**config.mk**
```make
export PLATFORM = sky130hd
export DESIGN_NAME = multi_clock_divider
export DESIGN_NICKNAME = d
export VERILOG_FILES = /design/src/rtl/multi_clock_divider.sv
export SDC_FILE = /design/constraint.sdc
export NUM_CORES = 1
export LEC_CHECK = 0
export BUFFER_PORTS_ARGS = -buffer_cell sky130_fd_sc_hd__buf_2
export CAP_MARGIN = 20
export CORE_MARGIN = 3
export CORE_UTILIZATION = 68
export DETAILED_ROUTE_END_ITERATION = 16
export PLACE_DENSITY = 0.86
export SYNTH_ARGS = -nofsm -noshare
export SYNTH_HDL_FRONTEND = slang
export SYNTH_SLANG_ARGS = --single-unit
```
**constraint.sdc**
```tcl
create_clock -name clock_in -period 30 [get_ports clock_in]
set_input_delay 6 -clock clock_in [delete_from_list [all_inputs] [get_ports clock_in]]
set_output_delay 6 -clock clock_in [all_outputs]
set_load 0.02 [all_outputs]
```
**src/rtl/multi_clock_divider.sv**
```systemverilog
// Bank of independent programmable clock dividers with shadowed
// settings that take effect at the next period boundary.
module multi_clock_divider #(
  parameter int CHANNELS        = 2,
  parameter int WIDTH           = 28,
  parameter int DEFAULT_DIVISOR = 2,
  localparam int SEL_W = (CHANNELS > 1) ? $clog2(CHANNELS) : 1
) (
  input  logic                clock_in,
  input  logic                reset,
  input  logic [CHANNELS-1:0] enable,
  input  logic                load,
  input  logic [SEL_W-1:0]    channel_sel,
  input  logic [WIDTH-1:0]    divisor_in,
  input  logic [WIDTH-1:0]    high_in,
  output logic [CHANNELS-1:0] clock_out,
  output logic [CHANNELS-1:0] tick,
  output logic [CHANNELS-1:0] pending
);

  localparam logic [WIDTH-1:0] ONE = WIDTH'(1);
  localparam logic [WIDTH-1:0] TWO = WIDTH'(2);
  localparam logic [WIDTH-1:0] DEF_RAW = WIDTH'(DEFAULT_DIVISOR);
  localparam logic [WIDTH-1:0] DEF_DIV = (DEF_RAW < TWO) ? TWO : DEF_RAW;
  localparam logic [WIDTH-1:0] DEF_HIGH = DEF_DIV >> 1;

  function automatic logic [WIDTH-1:0] clamp_div(
    input logic [WIDTH-1:0] d
  );
    return (d < TWO) ? TWO : d;
  endfunction

  for (genvar i = 0; i < CHANNELS; i++) begin : g_ch
    logic [WIDTH-1:0] div_act, high_act, cnt;
    logic [WIDTH-1:0] div_pend, high_pend;
    logic             pend_valid, clk_q, tick_q;
    logic [WIDTH-1:0] div_n, high_n, cnt_n;
    logic [WIDTH-1:0] div_pend_n, high_pend_n;
    logic             pend_n, clk_n, tick_n, sel;

    assign sel = load && (channel_sel == SEL_W'(i));

    always_comb begin
      div_n       = div_act;
      high_n      = high_act;
      cnt_n       = cnt;
      div_pend_n  = div_pend;
      high_pend_n = high_pend;
      pend_n      = pend_valid;
      clk_n       = 1'b0;
      tick_n      = 1'b0;
      if (enable[i]) begin
        if (cnt >= div_act - ONE) begin
          cnt_n = '0;
          if (pend_valid) begin
            div_n  = div_pend;
            high_n = high_pend;
            pend_n = 1'b0;
          end
        end else begin
          cnt_n = cnt + ONE;
        end
        clk_n  = cnt_n < high_n;
        tick_n = cnt_n == '0;
      end else begin
        if (pend_valid) begin
          div_n  = div_pend;
          high_n = high_pend;
          pend_n = 1'b0;
        end
        // parked on the last count so re-enable starts a fresh period
        cnt_n = div_n - ONE;
      end
      if (sel) begin
        div_pend_n  = clamp_div(divisor_in);
        high_pend_n = high_in;
        pend_n      = 1'b1;
      end
    end

    always_ff @(posedge clock_in or posedge reset) begin
      if (reset) begin
        div_act    <= DEF_DIV;
        high_act   <= DEF_HIGH;
        cnt        <= DEF_DIV - ONE;
        div_pend   <= '0;
        high_pend  <= '0;
        pend_valid <= 1'b0;
        clk_q      <= 1'b0;
        tick_q     <= 1'b0;
      end else begin
        div_act    <= div_n;
        high_act   <= high_n;
        cnt        <= cnt_n;
        div_pend   <= div_pend_n;
        high_pend  <= high_pend_n;
        pend_valid <= pend_n;
        clk_q      <= clk_n;
        tick_q     <= tick_n;
      end
    end

    assign clock_out[i] = clk_q;
    assign tick[i]      = tick_q;
    assign pending[i]   = pend_valid;
  end

endmodule
```
==> flow_summary.yaml <==
outcome:
  status: "complete, no violations"
logic_synthesis:
  ys_top_cells_by_area: "dfrtp_1 37%, mux2_2 12%, ha_1 7.7%"
  synth_xor_area_share_pct: 7.444
  syn_avg_cell_area_um2: 10.09
  ys.flop_type: "dfrtp_1"
  muxShareOfSynthArea_pct: 18.79
  syn_area_um2: 18830
  synthMostInstantiatedCell: "dfrtp_1"
  syn_nets: 2043
  yosysSeqAreaShare_pct: 38.06
  ys_seq_elements: 286
  async_flop_share_pct: 100.0
  synth_edf_count: 0
  synth_top_family_by_area: "multiplexers"
  synthAdderAreaFrac_pct: 7.710
  yosysUniqueCellTypes: 88
  syn_inst: 1865
  synth_top_cell_area_share_pct: 37.22
  synth-simple-area-share_pct: 18.46
  ys_warn_count: 0
  synthTopCellsByCount: "280 x dfrtp_1, 254 x nand2_1, 204 x mux2_2"
  synth_compound_area_share_pct: 6.600
  yosysTopAreaCell: "dfrtp_1"
power:
  p_total_mw: 2.245
  ir_drop_mv: 0.08107
  leakagePower_nw: 9.142
  cellPowerDensity_nw_per_um2: 109.9
global_routing:
  grt_usage_pct: 33.77
  antenna_found_initial: 1
  grt.overflow.total: 0
  grt_pass1_wl_mm: 79.32
  grt_max_degree: 175
  grt_pass1_vias: 14759
finish:
  drive_gt1_share_pct: 21.20
  fillerInstances: 1751
  syn2layout_area_growth_pct: 8.487
  nets: 2059
sta:
  fmax_mhz: 129.9
  hold_violations: 0
  setup_tns_ns: 0
  drv_slew: 0
  setup_violations: 0
  rsz0062_at_grt: "false"
  max_slew_margin_pct: 34.24
  skew_ns: 0.01506
  fin_crit_sh_pct: 25.65
  worst_slew_pin_slew_ns: 0.9863
  period_minus_slack_ns: 7.696
critical_path:
  crit_buf_inv: 3
  critPathTopFamily: "buffers and inverters"
  cp-start-kind: "primary input"
  regToRegSetupSlack_ns: 23.15
  max_stage_delay_ns: 0.77
  cp_max_fo: 37
  r2r_start: "g_ch[0].div_act[3]"
  cp.required_ns: 30.45
  r2r_end: "g_ch[0].clk_q"
  arrival_ns: 8.15
  crit_path_cell_trace: "buf_2, inv_2, o31ai_4, buf_4, mux2_2"
  cp-end-kind: "register"
  reg2reg_depth: 22
  crit_slowest_cell: "o31ai_4"
  critPathKind: "in2reg"
detailed_routing:
  wire_per_inst_um: 22.17
  vias: 15087
  dr.pass1.iters: 6
  drt_iter0_drc: 1505
  antenna_left: 0
  drc: 0
  via_per_inst: 6.620
  drt_wl_total_mm: 50.52
min_path:
  min_path_type: "reg2reg"
  whs_path_depth: 2
  hp-start: "g_ch[0].div_pend[24]"
  worstHoldEndpoint: "g_ch[0].div_pend[24]"
place:
  place_congestion: 0.9484
  io_buffer_count: 67
  hpwl_mm: 35.81
clocking:
  numCtsBuffers: 31
  cts_tree: "built"
  post_cts_buffers: 0
  cts_resized: 0
  cts_root_buffer: "clkbuf_16"
  path_clk_slew_ns: 0.06
  cts_sinks: 286
  clk_path_buf_depth: 3
  clkLatencyLatePin_ns: 0.58
  cts-hold-fix-buffers: 0
  cts.htree.levels: 1
job:
  drv_cap: 0
floorplan:
  pin_count: 68
  start_util_pct: 69.46
  die_width_um: 172.4
  die-area_um2: 29720
  die_h_um: 172.4
  coreArea_um2: 27100
  rows: 60
state kept, by name, indices dropped and copies added (netlist names):
register	flops
g_ch.clk_q	2
g_ch.high_pend	56
g_ch.tick_q	2
g_ch.cnt	56
g_ch.high_act	56
g_ch.pend_valid	2
g_ch.div_act	56
g_ch.div_pend	56
worst max path at each step:
stage / from / to / cells past startpoint
2_1_floorplan: reset / g_ch[0].clk_q / 1
3_3_place_gp: enable[0] / g_ch[0].div_act[3] / 5
3_5_place_dp: enable[0] / g_ch[0].high_act[17] / 5
4_1_cts: enable[0] / g_ch[0].high_act[17] / 5
5_1_grt: enable[0] / g_ch[0].high_act[17] / 5
6_report: enable[0] / g_ch[0].high_act[17] / 5
cells by family (layout without fill, tap and decap cells):
kind of cell,count (synthesis),in the layout
and+or+nand+nor,674,674
muxes,325,325
DFF,286,286
AOI/OAI and AO/OA,184,184
xor gates and xnor gates,160,160
buffers and inverters,120,161
adders and majority gates,116,116
other,0,1
metal layers:
metal,routed length (um),vias up,GRT usage [%]
li1,-,6735,-
met2,24410,738,56.27
met4,2655,0,15.72
met3,3545,175,5.304
met1,19900,7439,43.48
met5,0,-,0
layout by cell type, fill, tap and decap left out, types with 8 or more instances in the layout:
master	instances
xor2_1	67
mux2_2	204
dfrtp_1	278
and4_1	12
or3_1	9
nand2_1	253
clkbuf_16	31
nand4_1	33
nor3_1	75
nor2_1	104
o31ai_1	18
nand3_1	46
nor4_1	25
nor3b_1	16
a21o_1	18
ha_1	116
buf_2	67
inv_1	19
mux2i_1	109
a21oi_1	50
or4_1	8
buf_4	11
and3_1	17
xnor2_1	93
o21ai_0	39
cell type report:
| cell class | count | area (um^2) | area share [%] |
|---|---|---|---|
| clock buffer | 42 | 867.1 | 4.246 |
| clock inverter | 16 | 210.2 | 1.029 |
| tap | 372 | 465.4 | 2.279 |
| antenna | 1 | 2.502 | 0.01225 |
| sequential | 286 | 7167 | 35.09 |
| multi-input combinational | 1459 | 11140 | 54.56 |
| timing repair buffer | 81 | 478.0 | 2.340 |
| inverter | 22 | 90.09 | 0.4411 |
worst min-delay path, delay by kind of cell, from the launching register on:
| kind | cells | cell delay (ns) |
|---|---|---|
| DFF | 1 | 0.34 |
| and+or+nand+nor | 2 | 0.12 |
power breakdown:
part	leakage [nW]	internal (mW)	switching [mW]	total (mW)
clock	0.524	0.238	0.164	0.402
combinational	5.14	0.498	0.630	1.13
sequential	3.48	0.523	0.192	0.715
total	9.14	1.26	0.986	2.25
through the flow:
step | utilization, % | instance area [um^2] | worst slack [ns] | hold WS, ns | cells
final | 75.36 | 20420 | 22.30 | 0.4972 | 2279
after global routing | 75.36 | 20420 | 22.22 | 0.5125 | 2279
after CTS | 75.28 | 20400 | 22.33 | 0.4967 | 2277
after detailed placement | 71.30 | 19320 | 21.74 | 0.4648 | 2219
after global placement | 71.23 | 19300 | 21.85 | 0.4606 | 2218
after floorplan | - | 18830 | 16.12 | 0.4401 | 1865
(Power assumes the default switching activity.)
